## src/rtl/me_unit_if.sv

```systemverilog
// EX->ME->WB handshake and data bundle seen by the memory-access stage.
// master drives the stage inputs (EX, SRAM, WB side); slave is the ME stage.
interface me_unit_if;
  logic        EX_to_ME_Valid;
  logic [75:0] EX_to_ME_Bus;
  logic        ME_Allow_in;
  logic [31:0] data_sram_rdata;
  logic        ME_to_WB_Valid;
  logic        WB_Allow_in;
  logic [69:0] ME_to_WB_Bus;
  logic [4:0]  ME_dest;
  logic [31:0] ME_Forward_Res;

  modport master (
    output EX_to_ME_Valid, EX_to_ME_Bus, data_sram_rdata, WB_Allow_in,
    input  ME_Allow_in, ME_to_WB_Valid, ME_to_WB_Bus, ME_dest, ME_Forward_Res
  );

  modport slave (
    input  EX_to_ME_Valid, EX_to_ME_Bus, data_sram_rdata, WB_Allow_in,
    output ME_Allow_in, ME_to_WB_Valid, ME_to_WB_Bus, ME_dest, ME_Forward_Res
  );
endinterface

```

## src/rtl/me_unit.sv

```systemverilog
// LoongArch memory-access stage: latches the EX instruction, captures the SRAM word
// returned in its first ME cycle, aligns/extends loads and forwards the result.
module me_unit (
  input  logic      clk,
  input  logic      reset,
  me_unit_if.slave  me_if
);

  // Extract and extend a byte or halfword from the read word; byte wins over half.
  function automatic logic [31:0] load_align(input logic [31:0] word, input logic [4:0] flag);
    logic signed [7:0]  b;
    logic signed [15:0] h;
    logic [31:0]        r;
    case (flag[1:0])
      2'b00:   b = word[7:0];
      2'b01:   b = word[15:8];
      2'b10:   b = word[23:16];
      default: b = word[31:24];
    endcase
    h = flag[1] ? word[31:16] : word[15:0];
    if (flag[3])
      r = flag[4] ? 32'(b) : {24'b0, b};
    else if (flag[2])
      r = flag[4] ? 32'(h) : {16'b0, h};
    else
      r = word;
    return r;
  endfunction

  logic        r_vld_p0;
  logic        r_first_p0;
  logic [4:0]  r_flag_p0;
  logic [31:0] r_pc_p0;
  logic [31:0] r_alu_p0;
  logic        r_rfm_p0;
  logic        r_gr_we_p0;
  logic [4:0]  r_dest_p0;
  logic [31:0] r_rdata_buf_p0;

  logic        w_allow_in;
  logic        w_accept;
  logic [31:0] w_mem_word;
  logic [31:0] w_final;

  assign w_allow_in = !r_vld_p0 || me_if.WB_Allow_in;
  assign w_accept   = w_allow_in && me_if.EX_to_ME_Valid;

  // EX -> ME boundary
  always_ff @(posedge clk) begin
    if (reset) begin
      r_vld_p0       <= 1'b0;
      r_first_p0     <= 1'b0;
      r_flag_p0      <= '0;
      r_pc_p0        <= '0;
      r_alu_p0       <= '0;
      r_rfm_p0       <= 1'b0;
      r_gr_we_p0     <= 1'b0;
      r_dest_p0      <= '0;
      r_rdata_buf_p0 <= '0;
    end else begin
      if (w_allow_in) r_vld_p0 <= me_if.EX_to_ME_Valid;
      if (w_accept) begin
        r_flag_p0  <= me_if.EX_to_ME_Bus[75:71];
        r_pc_p0    <= me_if.EX_to_ME_Bus[70:39];
        r_alu_p0   <= me_if.EX_to_ME_Bus[38:7];
        r_rfm_p0   <= me_if.EX_to_ME_Bus[6];
        r_gr_we_p0 <= me_if.EX_to_ME_Bus[5];
        r_dest_p0  <= me_if.EX_to_ME_Bus[4:0];
      end
      r_first_p0 <= w_accept;
      if (r_first_p0) r_rdata_buf_p0 <= me_if.data_sram_rdata;
    end
  end

  // SRAM data is live only in the first cycle; later cycles see the younger EX address.
  assign w_mem_word = r_first_p0 ? me_if.data_sram_rdata : r_rdata_buf_p0;
  assign w_final    = r_rfm_p0 ? load_align(w_mem_word, r_flag_p0) : r_alu_p0;

  assign me_if.ME_Allow_in    = w_allow_in;
  assign me_if.ME_to_WB_Valid = r_vld_p0;
  assign me_if.ME_to_WB_Bus   = {r_pc_p0, w_final, r_gr_we_p0, r_dest_p0};
  assign me_if.ME_dest        = r_vld_p0 ? r_dest_p0 : 5'd0;
  assign me_if.ME_Forward_Res = w_final;

endmodule

```

## src/flat_wrapper.sv

```systemverilog
// flat-port wrapper written by rule: the top's interface ports become plain ports
module me_unit_flat 
  (clk, reset, me_if_EX_to_ME_Valid, me_if_EX_to_ME_Bus, me_if_data_sram_rdata, me_if_WB_Allow_in, me_if_ME_Allow_in, me_if_ME_to_WB_Valid, me_if_ME_to_WB_Bus, me_if_ME_dest, me_if_ME_Forward_Res);
  me_unit_if me_if_i ();
  input  logic clk;
  input  logic reset;
  input wire logic [$bits(me_if_i.EX_to_ME_Valid)-1:0] me_if_EX_to_ME_Valid;
  input wire logic [$bits(me_if_i.EX_to_ME_Bus)-1:0] me_if_EX_to_ME_Bus;
  input wire logic [$bits(me_if_i.data_sram_rdata)-1:0] me_if_data_sram_rdata;
  input wire logic [$bits(me_if_i.WB_Allow_in)-1:0] me_if_WB_Allow_in;
  output wire logic [$bits(me_if_i.ME_Allow_in)-1:0] me_if_ME_Allow_in;
  output wire logic [$bits(me_if_i.ME_to_WB_Valid)-1:0] me_if_ME_to_WB_Valid;
  output wire logic [$bits(me_if_i.ME_to_WB_Bus)-1:0] me_if_ME_to_WB_Bus;
  output wire logic [$bits(me_if_i.ME_dest)-1:0] me_if_ME_dest;
  output wire logic [$bits(me_if_i.ME_Forward_Res)-1:0] me_if_ME_Forward_Res;
  assign me_if_i.EX_to_ME_Valid = me_if_EX_to_ME_Valid;
  assign me_if_i.EX_to_ME_Bus = me_if_EX_to_ME_Bus;
  assign me_if_i.data_sram_rdata = me_if_data_sram_rdata;
  assign me_if_i.WB_Allow_in = me_if_WB_Allow_in;
  assign me_if_ME_Allow_in = me_if_i.ME_Allow_in;
  assign me_if_ME_to_WB_Valid = me_if_i.ME_to_WB_Valid;
  assign me_if_ME_to_WB_Bus = me_if_i.ME_to_WB_Bus;
  assign me_if_ME_dest = me_if_i.ME_dest;
  assign me_if_ME_Forward_Res = me_if_i.ME_Forward_Res;
  me_unit u_core (.clk(clk), .reset(reset), .me_if(me_if_i));
endmodule
```

## config.mk

```make
export PLATFORM = sky130hd
export DESIGN_NAME = me_unit_flat
export DESIGN_NICKNAME = d
export VERILOG_FILES = /design/src/rtl/me_unit_if.sv /design/src/rtl/me_unit.sv /design/src/flat_wrapper.sv
export SDC_FILE = /design/constraint.sdc
export NUM_CORES = 1
export LEC_CHECK = 0
export BUFFER_PORTS_ARGS = -buffer_cell sky130_fd_sc_hd__buf_2
export CAP_MARGIN = 40
export CORE_MARGIN = 2
export CORE_UTILIZATION = 41
export DETAILED_ROUTE_END_ITERATION = 12
export PLACE_DENSITY_LB_ADDON = 0.15
export RECOVER_POWER = 50
export SYNTH_ARGS = -nofsm -noshare
export SYNTH_HDL_FRONTEND = slang
export SYNTH_SLANG_ARGS = --single-unit
```

## constraint.sdc

```tcl
create_clock -name clk -period 2.2 [get_ports clk]
set_clock_uncertainty 0.1 [all_clocks]
set_input_delay 0.11 -clock clk [delete_from_list [all_inputs] [get_ports clk]]
set_output_delay 0.11 -clock clk [all_outputs]
set_load 0.02 [all_outputs]
```

==> results.tsv <==
stage	metric	value	unit
timing	Finish-stage setup viols	64	
worst_setup_path	cells along the critical path	buf_8 > buf_12 > mux2_2 > mux4_2 > a31o_2 > buf_2	
global_routing	GRT Total Usage	24.5	%
synth	post-synth top area share	41.4	%
power_and_ir_drop	combinational power share	23.9	%
clock_tree	CTS tree	yes	
status	status	complete, but fails checks	
hold_path	HP Class	input port to register	
global_routing	largest net degree at the start of global routing	70	
power_and_ir_drop	sequential power share	40.0	%
floorplan	Std-Cell Core Area	12600	µm²
worst_setup_path	reg2reg setup slack	0.57	ns
finish	register area	2210	µm²
power_and_ir_drop	Net Sw Frac	27.0	%
timing	RSZ-0062 raised after global routing	true	
power_and_ir_drop	Peak supply drop	0.438	mV
finish	net count of the finished layout	1028	
global_routing	number of global-route vias before repair	5403	
synth	Syn Nets	752	
power_and_ir_drop	NetSw	1460	µW
synth	Yosys reg bits	110	
placed_design	HPWL Detailed	11.3	mm
synth	Yosys top cell by area	dfxtp_1	
synth	syn_area_per_cell	8.31	µm²
synth	Mapped Area	5320	µm²
finish	area delta synth->final	57.9	%
finish	layout cells sized above 1	35.7	%
drt	wire per inst	16.5	µm
power_and_ir_drop	pwr dens	645	nW/µm²
timing	Worst Tran Pin Value	0.556	ns
floorplan	die area	13900	µm²
worst_setup_path	Crit Path Category	register to output port	
synth	Cell variety after synth	26	
floorplan	die height	118	µm
timing	crit path time final	2.50	ns
floorplan	Die X	118	µm
clock_tree	clk_lat worst skew	0.35	ns
clock_tree	total CTS buffers	9	
timing	Max Transition Viols Final	0	
timing	highest clock rate	0.399	GHz
worst_setup_path	Worst Setup Start Kind	register	
placed_design	placed cell count	980	
drt	DR vias	5440	
finish	filler cell count	1054	
timing	final count of hold timing violations	0	
synth	sequential share of the synthesized area	41.4	%
drt	First DRT Iteration DRCs	217	
drt	number of vias per cell	4.98	
power_and_ir_drop	Final Power	5420	µW
clock_tree	clk sinks	110	
floorplan	Top Ports	221	
clock_tree	H-tree depth	3	
floorplan	Initial Util	42.1	%
clock_tree	clock transition at the registers of the reported paths	0.07	ns
finish	multi-input logic area	3000	µm²
synth	yosys warns	0	
timing	Final Worst Setup Slack	-0.303	ns
power_and_ir_drop	static leakage	0.00383	µW
drt	drt drc	0	
floorplan	row count	41	
worst_setup_path	CP Data Required Time	1.99	ns
clock_tree	Bufs on Longest Clock Path	2	
clock_tree	clock root buffer	clkbuf_16	
power_and_ir_drop	Clock power frac	36.1	%
global_routing	antenna violations before repair	1	
global_routing	gr ovfl total	0	
worst_setup_path	CP endpoint kind	output port	
global_routing	first-pass GRT wire length	27.3	mm
placed_design	Port Buffers	220	
synth	Synth area leaders	dfxtp_1 41%, nand2_1 13%, a21oi_1 8.8%, mux2_2 5.9%, nor2b_1 4.8%	
drt	final wirelength	18.0	mm
worst_setup_path	critical path fanouts, max	7	
flow_run	max cap viols	0	
power_and_ir_drop	internal cell power	3950	µW
status	failing checks	negative setup slack	
placed_design	GPL Wtd Cong	0.874	
worst_setup_path	CP peak stage delay	0.45	ns
worst_setup_path	Arr. time, crit path	2.29	ns
timing	Relative slew margins	62.9	%
timing	final worst path period share	114	%
finish	fin cells	1093	
drt	Antenna Violating Nets Remaining	0	
synth	Post-Syn Instances	640	
drt	1st-pass router iterations	4	
worst_setup_path	Slowest-stage cell, CP	mux4_2	
## worst paths after layout
kind | start | endpoint | cells past startpoint
min | me_if_data_sram_rdata[4] | u_core.r_rdata_buf_p0[4]$_SDFF_PP0_ | 3
max reg2reg | u_core.me_if.ME_to_WB_Valid$_SDFFE_PP0N_ | u_core.r_pc_p0[18]$_SDFFE_PP0P_ | 5
max | u_core.r_first_p0$_SDFF_PP0_ | me_if_ME_Forward_Res[2] | 6
min reg2reg | u_core.r_alu_p0[20]$_SDFFE_PP0P_ | u_core.r_alu_p0[20]$_SDFFE_PP0P_ | 2
## sequential cells by signal, summed over array words and instances (netlist names)
signal	cells
u_core.r_alu_p0	32
u_core.r_flag_p0	5
u_core.r_pc_p0	32
u_core.me_if.ME_to_WB_Valid	1
u_core.r_rdata_buf_p0	32
u_core.r_rfm_p0	1
u_core.r_first_p0	1
u_core.r_dest_p0	5
u_core.r_gr_we_p0	1
## repair_timing
action / 4_1_cts / 5_1_grt
pin swaps: 5 / 8
hold buffers: 85 / 0
setup endpoints to repair: 64 / 64
gates cloned: 2 / 1
endpoints found under the hold margin: 85 / 0
gates resized for setup: 67 / 106
setup buffers: 6 / 4
## layout by cell type (no fill, tap or decap), types with 2 or more instances in the layout
cell           Yosys  final
nand2_1          180    162
o221ai_4           0      7
mux2i_1           24     24
buf_8              1      2
mux2_4             2     25
o221ai_1          15      7
dlygate4sd3_1      0     85
nand2b_1          10      9
inv_1              9      9
bufinv_16          0      4
buf_2              7    148
and2_1             6      5
nor2_1            11     11
nor2b_1           41     41
buf_12             0      4
clkbuf_16          0     10
buf_6              2     43
clkbuf_1          32     26
mux2_2            28      7
buf_4             33     38
a21oi_1           94     94
nand2_2            0      9
mux4_2             9      9
o21ai_0            8      7
dfxtp_1          110    109
o2bb2a_4           1      2
nand2_4            0      9
a31o_4             0      6
## through the flow
stage | cell area, µm² | utilization, % | worst slack (ns) | TNS [ns] | hold slack, ns
3_5_place_dp | 6420 | 50.9 | -0.00140 | -0.00140 | 0.256
4_1_cts | 7990 | 63.3 | -0.293 | -17.45 | 0.0139
3_3_place_gp | 6420 | 50.9 | 0.0408 | 0 | 0.250
5_1_grt | 8390 | 66.5 | -0.346 | -19.23 | 0.0417
2_1_floorplan | 5320 | - | -0.00950 | -0.0950 | 0.139
6_report | 8400 | 66.5 | -0.303 | -16.04 | 0.0248
## layout make-up
cell class | count | share of cell area [%]
inverter | 9 | 0.402
tap | 172 | 2.56
antenna | 1 | 0.0298
timing repair buffer | 345 | 30.8
clock inverter | 4 | 1.43
multi-input combinational | 441 | 35.7
sequential | 110 | 26.3
clock buffer | 11 | 2.77
## power by group through the flow
stage	registers (µW)	clock network (µW)	logic, µW
final	2170	1960	1290
after global routing	2180	2060	1380
after CTS	2160	1980	1170
after detailed placement	2210	0	963
after global placement	2200	0	956
after floorplan	2240	0	608
## routing by layer
metal	share of wire, %	vias up	routed length (µm)	track usage [%]
li1	-	2651	-	-
met1	42	2583	7620	29.5
met2	50	179	8940	43.2
met3	5.7	27	1020	4.60
met4	2.2	0	402	9.11
met5	0	-	0	0
## cells in the mapped netlist (all sizes together)
library cell,count
buf,48
o2bb2a,1
nor2,11
inv,9
and3,1
dfxtp,110
mux4,9
nand2b,10
nand3,1
a21oi,94
nor2b,41
mux2i,24
nand2,180
a31o,7
clkbuf,33
o21ai,8
and2,6
o221ai,15
mux2,32
## worst max-delay path, delay by kind of cell (launching register included)
family	cells	cell delay (ns)
buffers and inverters	3	0.45
DFF	1	0.41
AOI/OAI and AO/OA	1	0.27
muxes	2	0.81
## cell families (layout without fill, tap and decap cells)
kind of cell / Yosys count / in the layout / synth area share, %
compound gates: 125 / 126 / 13.6
buf+inv: 90 / 369 / 9.36
simple gates: 250 / 250 / 20.4
flops: 110 / 110 / 41.4
mux: 65 / 65 / 15.2
other cells: 0 / 1 / 0
(Power assumes the default switching activity.)
